[src/rtl/seg_scan_ctrl_if.sv]
// seg_scan_ctrl_if: digit load bus and display drive bus of the scan controller.
// master = datapath/display side, slave = scan controller.
// Signals: ena, load, digits_in, dp_in (to controller);
//          bcd_out, digit_sel, dp_out, blank, frame_done (from controller).
interface seg_scan_ctrl_if #(
  parameter int NUM_DIGITS = 4
);
  logic                    ena;
  logic                    load;
  logic [4*NUM_DIGITS-1:0] digits_in;
  logic [NUM_DIGITS-1:0]   dp_in;
  logic [3:0]              bcd_out;
  logic [NUM_DIGITS-1:0]   digit_sel;
  logic                    dp_out;
  logic                    blank;
  logic                    frame_done;

  modport master (
    output ena,
    output load,
    output digits_in,
    output dp_in,
    input  bcd_out,
    input  digit_sel,
    input  dp_out,
    input  blank,
    input  frame_done
  );

  modport slave (
    input  ena,
    input  load,
    input  digits_in,
    input  dp_in,
    output bcd_out,
    output digit_sel,
    output dp_out,
    output blank,
    output frame_done
  );
endinterface

[src/rtl/seg_scan_ctrl.sv]
// seg_scan_ctrl: multiplexes NUM_DIGITS BCD digits onto one seg7 decoder,
// with a blank gap before each digit and frame-aligned value updates.
// Ports: clk, rst_n (sync, active low), bus (seg_scan_ctrl_if.slave).
// Option: define LZ_BLANK_EN for leading-zero suppression.
module seg_scan_ctrl #(
  parameter int NUM_DIGITS   = 4,
  parameter int DWELL_CYCLES = 10000,
  parameter int BLANK_CYCLES = 100
) (
  input  logic           clk,
  input  logic           rst_n,
  seg_scan_ctrl_if.slave bus
);

  localparam int MAXC =
    (DWELL_CYCLES > BLANK_CYCLES) ?
    DWELL_CYCLES : BLANK_CYCLES;
  localparam int CW =
    (MAXC > 1) ? $clog2(MAXC) : 1;
  localparam int IW = $clog2(NUM_DIGITS);
  localparam int DW = 4 * NUM_DIGITS;

  localparam logic [CW-1:0] BLANK_LAST =
    CW'(BLANK_CYCLES - 1);
  localparam logic [CW-1:0] DWELL_LAST =
    CW'(DWELL_CYCLES - 1);
  localparam logic [IW-1:0] IDX_LAST =
    IW'(NUM_DIGITS - 1);

  typedef enum logic [1:0] {
    S_IDLE,
    S_BLANK,
    S_DRIVE
  } state_t;

  state_t r_state;
  state_t w_nxt_state;

  logic [IW-1:0] r_idx;
  logic [IW-1:0] w_nxt_idx;
  logic [CW-1:0] r_cnt;
  logic [CW-1:0] w_nxt_cnt;
  logic          w_frame_start;
  logic          w_wrap;

  logic [DW-1:0]         r_shadow;
  logic [NUM_DIGITS-1:0] r_shadow_dp;
  logic [DW-1:0]         r_active;
  logic [NUM_DIGITS-1:0] r_active_dp;
  logic                  r_pending;

  logic [3:0]            r_bcd;
  logic [NUM_DIGITS-1:0] r_sel;
  logic                  r_dp;
  logic                  r_blank;
  logic                  r_frame_done;

  logic [3:0]            w_bcd;
  logic [NUM_DIGITS-1:0] w_sel;
  logic                  w_dp;
  logic                  w_blank;
  logic [NUM_DIGITS-1:0] w_sup;
  logic [IW+1:0]         w_off;

  always_comb begin
    w_nxt_state   = r_state;
    w_nxt_idx     = r_idx;
    w_nxt_cnt     = r_cnt + CW'(1);
    w_frame_start = 1'b0;
    w_wrap        = 1'b0;
    if (!bus.ena) begin
      w_nxt_state = S_IDLE;
      w_nxt_idx   = '0;
      w_nxt_cnt   = '0;
    end else begin
      unique case (r_state)
        S_IDLE: begin
          w_nxt_state   = S_BLANK;
          w_nxt_idx     = '0;
          w_nxt_cnt     = '0;
          w_frame_start = 1'b1;
        end
        S_BLANK: begin
          if (r_cnt == BLANK_LAST) begin
            w_nxt_state = S_DRIVE;
            w_nxt_cnt   = '0;
          end
        end
        S_DRIVE: begin
          if (r_cnt == DWELL_LAST) begin
            w_nxt_state = S_BLANK;
            w_nxt_cnt   = '0;
            if (r_idx == IDX_LAST) begin
              w_nxt_idx     = '0;
              w_frame_start = 1'b1;
              w_wrap        = 1'b1;
            end else begin
              w_nxt_idx = r_idx + IW'(1);
            end
          end
        end
        default: begin
          w_nxt_state = S_IDLE;
          w_nxt_idx   = '0;
          w_nxt_cnt   = '0;
        end
      endcase
    end
  end

  always_ff @(posedge clk) begin
    if (!rst_n) begin
      r_state <= S_IDLE;
      r_idx   <= '0;
      r_cnt   <= '0;
    end else begin
      r_state <= w_nxt_state;
      r_idx   <= w_nxt_idx;
      r_cnt   <= w_nxt_cnt;
    end
  end

  // A load coinciding with a frame start bypasses the
  // shadow so the new frame already shows it.
  always_ff @(posedge clk) begin
    if (!rst_n) begin
      r_shadow    <= '0;
      r_shadow_dp <= '0;
      r_active    <= '0;
      r_active_dp <= '0;
      r_pending   <= 1'b0;
    end else begin
      if (bus.load) begin
        r_shadow    <= bus.digits_in;
        r_shadow_dp <= bus.dp_in;
        r_pending   <= 1'b1;
      end
      if (w_frame_start) begin
        r_pending <= 1'b0;
        if (bus.load) begin
          r_active    <= bus.digits_in;
          r_active_dp <= bus.dp_in;
        end else if (r_pending) begin
          r_active    <= r_shadow;
          r_active_dp <= r_shadow_dp;
        end
      end
    end
  end

`ifdef LZ_BLANK_EN
  // Suppression runs from the top digit down and
  // stops at the first non-zero digit or set dp.
  always_comb begin
    logic l_run;
    w_sup = '0;
    l_run = 1'b1;
    for (int i = NUM_DIGITS - 1; i >= 1; i--) begin
      l_run = l_run &&
        (r_active[4*i +: 4] == 4'd0) &&
        !r_active_dp[i];
      w_sup[i] = l_run;
    end
  end
`else
  assign w_sup = '0;
`endif

  assign w_off = {w_nxt_idx, 2'b00};

  // Outputs are decoded from the next state so they
  // line up with the state once registered.
  always_comb begin
    w_bcd   = '0;
    w_sel   = '0;
    w_dp    = 1'b0;
    w_blank = 1'b1;
    if (w_nxt_state == S_DRIVE) begin
      w_bcd = r_active[w_off +: 4];
      if (!w_sup[w_nxt_idx]) begin
        w_sel   = NUM_DIGITS'(1) << w_nxt_idx;
        w_dp    = r_active_dp[w_nxt_idx];
        w_blank = 1'b0;
      end
    end
  end

  always_ff @(posedge clk) begin
    if (!rst_n) begin
      r_bcd        <= '0;
      r_sel        <= '0;
      r_dp         <= 1'b0;
      r_blank      <= 1'b1;
      r_frame_done <= 1'b0;
    end else begin
      r_bcd        <= w_bcd;
      r_sel        <= w_sel;
      r_dp         <= w_dp;
      r_blank      <= w_blank;
      r_frame_done <= w_wrap;
    end
  end

  assign bus.bcd_out    = r_bcd;
  assign bus.digit_sel  = r_sel;
  assign bus.dp_out     = r_dp;
  assign bus.blank      = r_blank;
  assign bus.frame_done = r_frame_done;

endmodule
[src/flat_wrapper.sv]
// flat-port wrapper written by rule: the top's interface ports become plain ports
module seg_scan_ctrl_flat 
#(
  parameter int NUM_DIGITS   = 4,
  parameter int DWELL_CYCLES = 10000,
  parameter int BLANK_CYCLES = 100
)
  (clk, rst_n, bus_ena, bus_load, bus_digits_in, bus_dp_in, bus_bcd_out, bus_digit_sel, bus_dp_out, bus_blank, bus_frame_done);
  seg_scan_ctrl_if #(.NUM_DIGITS(NUM_DIGITS)) bus_i ();
  input  logic clk;
  input  logic rst_n;
  input wire logic [$bits(bus_i.ena)-1:0] bus_ena;
  input wire logic [$bits(bus_i.load)-1:0] bus_load;
  input wire logic [$bits(bus_i.digits_in)-1:0] bus_digits_in;
  input wire logic [$bits(bus_i.dp_in)-1:0] bus_dp_in;
  output wire logic [$bits(bus_i.bcd_out)-1:0] bus_bcd_out;
  output wire logic [$bits(bus_i.digit_sel)-1:0] bus_digit_sel;
  output wire logic [$bits(bus_i.dp_out)-1:0] bus_dp_out;
  output wire logic [$bits(bus_i.blank)-1:0] bus_blank;
  output wire logic [$bits(bus_i.frame_done)-1:0] bus_frame_done;
  assign bus_i.ena = bus_ena;
  assign bus_i.load = bus_load;
  assign bus_i.digits_in = bus_digits_in;
  assign bus_i.dp_in = bus_dp_in;
  assign bus_bcd_out = bus_i.bcd_out;
  assign bus_digit_sel = bus_i.digit_sel;
  assign bus_dp_out = bus_i.dp_out;
  assign bus_blank = bus_i.blank;
  assign bus_frame_done = bus_i.frame_done;
  seg_scan_ctrl #(.NUM_DIGITS(NUM_DIGITS), .DWELL_CYCLES(DWELL_CYCLES), .BLANK_CYCLES(BLANK_CYCLES)) u_core (.clk(clk), .rst_n(rst_n), .bus(bus_i));
endmodule
[config.mk]
export PLATFORM = sky130hd
export DESIGN_NAME = seg_scan_ctrl_flat
export DESIGN_NICKNAME = d
export VERILOG_FILES = /design/src/rtl/seg_scan_ctrl_if.sv /design/src/rtl/seg_scan_ctrl.sv /design/src/flat_wrapper.sv
export SDC_FILE = /design/constraint.sdc
export NUM_CORES = 1
export LEC_CHECK = 0
export CORE_ASPECT_RATIO = 1.5
export CORE_UTILIZATION = 59
export DETAILED_ROUTE_END_ITERATION = 8
export GPL_TIMING_DRIVEN = 0
export PLACE_DENSITY = 0.92
export SETUP_SLACK_MARGIN = 0.1
export SYNTH_ARGS = -nofsm -noshare
export SYNTH_HDL_FRONTEND = slang
export SYNTH_SLANG_ARGS = --single-unit
[constraint.sdc]
create_clock -name clk -period 3.6 [get_ports clk]
set_clock_uncertainty 0.1 [all_clocks]
set_input_delay 0.36 -clock clk [delete_from_list [all_inputs] [get_ports clk]]
set_output_delay 0.36 -clock clk [all_outputs]
set_load 0.05 [all_outputs]
* Yosys cells after proc, flatten, opt, wreduce, memory -nomap -nowiden
Cells that the tools add are included.
Cells by class: $add $sub $neg 2, magnitude comparators 1, equal/unequal tests 6, shifts and indexed selects 2, multiplexer cells 24, bitwise logic cells 2, reductions and logical operators 8
Operators with widths (count):
- 16-bit two-way mux | 2
- 14-bit two-way mux | 2
- 14-bit case mux with 2 select lines | 1
- 16-bit by 5-bit variable part select with 4-bit output | 1
- 14-bit by 1-bit adder with 14-bit output (second input constant) | 1
- 14-bit == test (second input constant) | 1
- 14-bit by 7-bit == test with 1-bit output (second input constant) | 1
- 2-bit two-way mux | 6
- 4-bit two-way mux | 2
- 2-bit == test (second input constant) | 3
- 1-bit two-way mux | 6
- 2-bit case mux with 3 select lines | 1
- 2-bit AND reduction | 3
- 1-bit binary-select mux with 2-bit select | 2
- 2-bit case mux with 2 select lines | 1
- 1-bit by 2-bit left shift with 4-bit output (first input constant) | 1
- 2-bit by 3-bit < comparator with 1-bit output (second input constant) | 1
- 3-bit AND reduction | 1
- 3-bit OR reduction | 1
- 2-bit by 1-bit adder with 2-bit output (second input constant) | 1
- 2-bit by 1-bit == test with 1-bit output (second input constant) | 1
- 2-bit zero test | 1
- 1-bit inverter | 2
- 1-bit case mux with 2 select lines | 1
- 2 further kinds | 2
Storage, ports and cells: register bits after elaboration 70, output and inout port bits 11, logic and storage cells 58

* Logic depth before layout (Yosys ltp)
Gate-level depths: netlist of the first run.
depth in word-level cells 8, depth in mapped cells 10, mapped depth without buffers 8

* Worst setup path after synthesis of the first run
OpenSTA, ideal clock, no wires.
path type register to register, from reg u_core.r_state[0], to reg u_core.r_bcd[3] (netlist: u_core.bus.bcd_out[3]), arrival time 2008 ps, required time 3375 ps, setup slack 1367 ps, stages on the path, launching flop included 9, path buffers 1, path through dfxtp_1 > inv_1 > ha_1 > buf_2 > or3b_2 > a21o_1 > mux2_2 > a211oi_1 > a211oi_1
Between the ends: word-level cells in the longest chain between the ends 5
Ends and longest elaborated chain:
- start: declaration | RTL line seg_scan_ctrl.sv:36 | state_t r_state;
- start signal: assignment | RTL line seg_scan_ctrl.sv:117 | r_state <= w_nxt_state;
- parallel branches: the longest is 5 deep, another holds 16-bit by 5-bit variable part select with 4-bit output
- end signal: assignment | RTL line seg_scan_ctrl.sv:196 | r_bcd <= w_bcd;
- end: declaration | RTL line seg_scan_ctrl.sv:52 | logic [3:0] r_bcd;
Several ways; the timed one is not identified. A chain may end at the register's enable or synchronous reset.

* Worst setup path after layout of the first run
from reg u_core.r_state[1], to reg u_core.r_bcd[0] (netlist: u_core.bus.bcd_out[0])
Same word-level chain as after synthesis.

==> out/qor.csv, run 1 <==
stage,metric,value,unit
status,status,"complete, no violations",
global_routing,antenna violations before repair,0,
power,Reg power frac,51.3,%
routing,DR vias/cell,5.67,
global_routing,global-route wire length before repair,10100,um
timing,Fin. Hold Viols,0,
setup_path,CP endpoint kind,flop,
die,Die Wd,59.2,um
worst_hold_path,Worst Hold Class,in -> reg,
timing,period utilization,67.8,%
synth,warnings from Yosys,0,
global_routing,GRT Max-Usage Layer,met2,
global_routing,vias in the first global route,2354,
layout,Seq. cell area,1400,um2
routing,drt first pass iters,4,
synth,largest family of logic cells by synthesized area,simple AND/OR/NAND/NOR gates,
power,PwrDens,449,nW/um2
timing,final worst setup slack,1160,ps
clock_network,CTS tree,done,
place,gpl congestion,0.833,
synth,Post-Syn Area per Cell,9.56,um2
synth,Seq cells post-synth,70,
routing,vias,2357,
power,P_int,1.21,mW
synth,Post-Synth Adder-Cell Area,2.59,%
clock_network,Post-CTS Hold Buffers,0,
place,pre-CTS WS,1100,ps
global_routing,M1 GR Usage,25.2,%
synth,Synth Area in Compound Gates,11.4,%
setup_path,Crit path required time,3740,ps
routing,average wire per standard cell,14.9,um
global_routing,met3 GRT Util,8.27,%
power,Sw Share,23.6,%
layout,Area Growth Syn to Fin,21.4,%
clock_network,depth of the CTS H-tree,3,
timing,fin crit period,2440,ps
setup_path,CP max FO,10,
synth,Synth async-reset ratio,0,%
layout,footprint of the multi-input gates,1380,um2
timing,Setup Viol. Count Final,0,
timing,Min Hold Slack,345,ps
synth,post-synthesis sequential area ratio,48.4,%
clock_network,CTS resizes,0,
layout,proportion of layout cells with a drive suffix above 1,9.94,%
clock_network,post-CTS setup buffer count,0,
clock_network,Root Driver,clkbuf_8,
timing,"Slew Viols, Final",0,
synth,Syn Inst Count,303,
synth,mux cell area share after synthesis,10.3,%
timing,RSZ-0062 raised after global routing,false,
place,detailed-placement wirelength estimate,4480,um
timing,Fmax,409,MHz
flow_run,total of max-cap violations,0,
die,Die ar.,5200,um2
timing,Max-slew headroom,53.2,%
routing,total wire length,6180,um
timing,setup_tns,0,ps
routing,Residual DRC,0,
die,die height,87.8,um
power,Worst VDD drop,0.361,mV
die,IO Pins,35,
layout,Layout fillers,315,
clock_network,CTS max path bufs,2,
clock_network,worst skew pair latency,350,ps
setup_path,WP data arrival,2590,ps
synth,xor/xnor cell area share of the yosys netlist,3.63,%
power,switching power,373,uW
synth,Main synth FF type,dfxtp_1,
die,Initial Utilization,62.8,%
setup_path,Critical Path Source Type,flop,
global_routing,largest net degree at the start of global routing,13,
setup_path,critical path class,reg -> reg,
power,leakage dissipation,1.35,nW
clock_network,CTS buffer count,9,
layout,most frequent cells in the layout,"70 x dfxtp_1, 50 x nor2_1, 33 x clkdlybuf4s50_1",
power,combinational power share,7.0,%
synth,post-synthesis simple-gate area fraction,19.8,%
layout,"most common cell after layout, fill and taps aside",dfxtp_1,
layout,ANT cells,0,
global_routing,met2 Use GR,48.6,%
synth,Cell variety after synth,44,
layout,final net count,377,
global_routing,all-layer global routing usage,26.9,%
die,Core Area,4620,um2
global_routing,Overflow after GRT,0,
clock_network,Worst-path clk slew,80,ps
power,clock network fraction of total power,41.7,%
synth,Mapped Nets,333,
place,Port-buffer cells,33,
synth,"EDFF count, synth",0,
timing,Tightest Pin Transition,702,ps
die,Rows,30,
clock_network,clock tree sinks,70,
routing,Routed Antenna Nets,0,
synth,Post-Synthesis Cell Area,2900,um2
routing,Initial DRC Count,108,
-- power by group through the flow --
| stage | sequential [mW] | clock, mW | combinational [mW] |
|---|---|---|---|
| after floorplan | 0.824 | 0 | 0.0669 |
| after global placement | 0.827 | 0 | 0.105 |
| after detailed placement | 0.829 | 0 | 0.109 |
| after CTS | 0.811 | 0.661 | 0.111 |
| after global routing | 0.813 | 0.699 | 0.122 |
| final | 0.811 | 0.659 | 0.111 |
-- routing by layer --
metal / share of wire [%] / vias up
met5: 0 / -
met4: 5.0 / 0
met3: 3.6 / 28
met2: 55 / 66
met1: 36 / 1103
li1: - / 1160
-- logic make-up (layout without fill, tap and decap cells) --
logic type      Yosys count  in the layout
simple gates            116            116
flops                    70             70
compound gates           45             45
mux                      28             28
buf+inv                  26             75
xor+xnor                 12             12
fa+ha+maj                 6              6
-- through the flow --
stage,area [um2],utilization [%],std cells,power (mW)
finish,3520,76.2,416,1.58
global route,3520,76.2,416,1.63
CTS,3520,76.2,416,1.58
detailed placement,3310,71.7,400,0.937
global placement,3310,71.7,400,0.932
floorplan,2900,-,303,0.891
-- flip-flops by register name, summed over array words and instances (netlist names) --
| signal | flops |
|---|---|
| u_core.bus.blank | 1 |
| u_core.r_idx | 2 |
| u_core.bus.digit_sel | 4 |
| u_core.r_cnt | 14 |
| u_core.r_active_dp | 4 |
| u_core.r_shadow | 16 |
| u_core.bus.dp_out | 1 |
| u_core.r_state | 2 |
| u_core.r_active | 16 |
| u_core.r_pending | 1 |
| u_core.bus.bcd_out | 4 |
| u_core.r_shadow_dp | 4 |
| u_core.bus.frame_done | 1 |
-- synthesized netlist by cell type, types with 2 or more instances --
| library cell | number | area share (%) |
|---|---|---|
| xor2_1 | 7 | 2.1 |
| xnor2_1 | 5 | 1.5 |
| a21oi_1 | 5 | 0.86 |
| and2_1 | 3 | 0.65 |
| o31ai_1 | 20 | 5.2 |
| nor4_1 | 5 | 1.1 |
| inv_1 | 5 | 0.65 |
| buf_2 | 7 | 1.2 |
| nand4_1 | 3 | 0.65 |
| a211oi_1 | 7 | 1.8 |
| nor3b_1 | 3 | 0.78 |
| nand3_1 | 27 | 4.7 |
| nand2_1 | 11 | 1.4 |
| buf_1 | 3 | 0.39 |
| mux2_2 | 5 | 1.9 |
| nor2_1 | 50 | 6.5 |
| dfxtp_1 | 70 | 48 |
| clkbuf_1 | 9 | 1.2 |
| a21o_1 | 2 | 0.52 |
| o2111ai_1 | 2 | 0.60 |
| mux2i_1 | 22 | 7.6 |
| and3_1 | 4 | 0.86 |
| ha_1 | 6 | 2.6 |
| o21ai_1 | 2 | 0.35 |
-- area by class of cell --
cell class / instances / area share [%]
flip-flops and latches: 70 / 39.8
multi-input cells: 207 / 39.3
repair buffers: 33 / 9.39
clock buffers: 11 / 4.30
plain buffers: 20 / 2.60
well taps: 64 / 2.28
clock inverters: 5 / 1.64
inverters: 6 / 0.640
-- worst max-delay path, cell delays in order (launching register included) --
cell     delay [ps]
dfxtp_1         420
inv_1            90
ha_1            180
buf_2           180
nor4b_1         270
and4_1          270
o22ai_2         120
buf_2           200
nand2_1         140
nor2_1           60
nor4_1          310
-- worst paths after layout --
check | from | end | slack, ps | cells past startpoint
max | u_core.r_state[1] | u_core.bus.bcd_out[0] | 1160 | 10
min | bus_load | u_core.r_shadow_dp[1] | 350 | 3
max reg2reg | u_core.r_state[1] | u_core.bus.bcd_out[0] | 1160 | 10
min reg2reg | u_core.r_cnt[0] | u_core.r_cnt[0] | 360 | 1
Power figures use the tool's default switching activity.
==> inputs of run 2 (changes only) <==
--- a/config.mk
+++ b/config.mk
@@ -6,10 +6,10 @@
 export NUM_CORES = 1
 export LEC_CHECK = 0
 export CORE_ASPECT_RATIO = 1.5
-export CORE_UTILIZATION = 59
+export CORE_UTILIZATION = 49
 export DETAILED_ROUTE_END_ITERATION = 8
 export GPL_TIMING_DRIVEN = 0
-export PLACE_DENSITY = 0.92
+export PLACE_DENSITY = 0.82
 export SETUP_SLACK_MARGIN = 0.1
 export SYNTH_ARGS = -nofsm -noshare
 export SYNTH_HDL_FRONTEND = slang
==> constraint.sdc (replaced) <==
create_clock -name clk -period 2.13 [get_ports clk]
set_clock_uncertainty 0.1 [all_clocks]
set_input_delay 0.213 -clock clk [delete_from_list [all_inputs] [get_ports clk]]
set_output_delay 0.213 -clock clk [all_outputs]
set_load 0.05 [all_outputs]
==> run 2 against run 1 <==
The run now ends with negative setup slack left. Count of clock-buffer cells in the layout grew 1. Non-clock buffer count is 37 higher. Die area grew 20%. Largest cell class is now multi-input combinational cells. Cell area is 25% higher. Sequential share of layout area shrank 7.6 points. Clock power up 44%. Critical path depth fell by 1.
==> out/qor.csv, run 2 (synthesis results as in run 1) <==
stage,metric,value,unit,change
timing,Fin. Hold Viols,0,,unchanged
global_routing,met2 Use GR,54.7,%,+6.1 points
timing,"Slew Viols, Final",0,,unchanged
global_routing,met3 GRT Util,6.04,%,-2.2 points
setup_path,CP endpoint kind,flop,,
die,Die Wd,64.8,um,+9.4%
clock_network,depth of the CTS H-tree,3,,unchanged
timing,period utilization,107,%,+40 points
routing,DR vias/cell,6.02,,+6.3%
routing,average wire per standard cell,20.8,um,+40%
layout,ANT cells,0,,unchanged
routing,Initial DRC Count,185,,+71%
clock_network,CTS tree,done,,
setup_path,Critical Path Source Type,flop,,
worst_hold_path,Worst Hold Class,in -> reg,,
timing,RSZ-0062 raised after global routing,true,,
clock_network,Post-CTS Hold Buffers,0,,unchanged
status,violated checks,negative setup slack,,
power,Worst VDD drop,0.544,mV,+51%
timing,Setup Viol. Count Final,27,,+27
timing,fin crit period,2290,ps,-154 ps
power,PwrDens,597,nW/um2,+33%
status,status,"finished, violations left",,
global_routing,global-route wire length before repair,13300,um,+31%
flow_run,total of max-cap violations,0,,unchanged
die,Initial Utilization,52.0,%,-11 points
place,gpl congestion,0.777,,-6.8%
timing,Fmax,437,MHz,+6.7%
place,placed cell count,406,,+1.5%
clock_network,CTS max path bufs,2,,unchanged
global_routing,Overflow after GRT,0,,unchanged
routing,drt first pass iters,4,,unchanged
routing,Routed Antenna Nets,0,,unchanged
setup_path,WP data arrival,2450,ps,-140 ps
timing,Max-slew headroom,38.3,%,-15 points
clock_network,worst skew pair latency,350,ps,about the same
place,pre-CTS WS,-247,ps,-1340 ps
layout,Post-Layout Cell Count,456,,+9.6%
global_routing,largest net degree at the start of global routing,11,,-2
place,Port-buffer cells,33,,unchanged
die,die height,96.2,um,+9.5%
routing,Residual DRC,0,,unchanged
timing,final worst setup slack,-158,ps,-1320 ps
layout,Regs by FF count,"u_core.r_active x16, u_core.r_shadow x16, u_core.r_cnt x14",,
setup_path,Reg2Reg Depth,9,,-1
global_routing,vias in the first global route,2717,,+15%
routing,vias,2746,,+17%
global_routing,GRT Max-Usage Layer,met2,,
power,leakage dissipation,1.64,nW,+22%
layout,final net count,414,,+9.8%
global_routing,antenna violations before repair,0,,unchanged
clock_network,Root Driver,clkbuf_8,,
die,Core Area,5570,um2,+21%
layout,proportion of layout cells with a drive suffix above 1,37.8,%,+28 points
die,IO Pins,35,,unchanged
setup_path,critical path class,reg -> reg,,
timing,setup_tns,-2400,ps,-2400 ps
layout,Area Growth Syn to Fin,52.0,%,
clock_network,Worst-path clk slew,70,ps,about the same
setup_path,CP max FO,6,,-4
die,Die ar.,6230,um2,+20%
timing,Tightest Pin Transition,925,ps,+223 ps
routing,total wire length,9470,um,+53%
clock_network,CTS buffer count,9,,unchanged
layout,Layout fillers,313,,-0.63%
worst_hold_path,WHS Path Cells,3,,unchanged
die,Rows,33,,+10%
global_routing,M1 GR Usage,27.9,%,+2.7 points
place,detailed-placement wirelength estimate,4550,um,+1.4%
setup_path,Crit path required time,2290,ps,-1450 ps
global_routing,all-layer global routing usage,29.0,%,+2.1 points
layout,most frequent cells in the layout,"62 x dfxtp_1, 45 x nor2_1, 33 x clkdlybuf4s50_1",,
clock_network,clock tree sinks,70,,unchanged
layout,"most common cell after layout, fill and taps aside",dfxtp_1,,
run 2: worst paths after layout:
kind | startpoint | slack (ps) | to
hold / removal | bus_load | 250 | u_core.r_shadow_dp[1]
setup reg to reg | u_core.r_state[0] | -160 | u_core.bus.dp_out
setup / recovery | u_core.r_state[0] | -160 | u_core.bus.dp_out
hold reg to reg | u_core.r_active_dp[2] | 400 | u_core.r_active_dp[2]
run 2: where the power goes:
part	switching (mW)	internal, mW	leakage [nW]
Combinational	0.165	0.138	0.985
Sequential	0.0331	1.35	0.575
Clock	0.480	0.468	0.0804
run 2: routing by layer:
layer	vias to the layer above	wire [um]
li1	1234	-
met1	1350	3420
met2	115	5220
met3	47	373
met4	0	453
met5	-	0
run 2: layout make-up:
class / instances / area [um2] / area share [%]
multi-input cells: 207 / 1890 / 42.8
flip-flops and latches: 70 / 1420 / 32.3
clock inverters: 1 / 7.51 / 0.170
repair buffers: 70 / 659 / 15.0
plain buffers: 20 / 159 / 3.61
clock buffers: 12 / 155 / 3.52
inverters: 6 / 27.5 / 0.625
well taps: 70 / 87.6 / 1.99
run 2: worst max-delay path: stages (launching register included):
cell	delay, ps
dfxtp_4	370
inv_6	80
ha_4	130
buf_6	100
or3b_4	360
a21o_1	210
mux2_4	340
buf_4	160
mux2i_2	150
a211oi_2	200
run 2: metrics by stage:
step	util (%)	area [um2]	hold WS, ps	power (mW)
finish	79.0	4400	252	2.63
global route	79.0	4400	303	2.70
CTS	72.9	4060	247	2.55
detailed placement	60.7	3380	357	1.59
global placement	60.7	3380	341	1.58
floorplan	-	2970	202	1.51
run 2: repair_timing:
item / 4_1_cts / 5_1_grt
setup buffers: 25 / 8
endpoints found under the setup margin: 39 / 41
pin swaps: 32 / 10
gates cloned: 4 / 0
resized for setup: 70 / 59
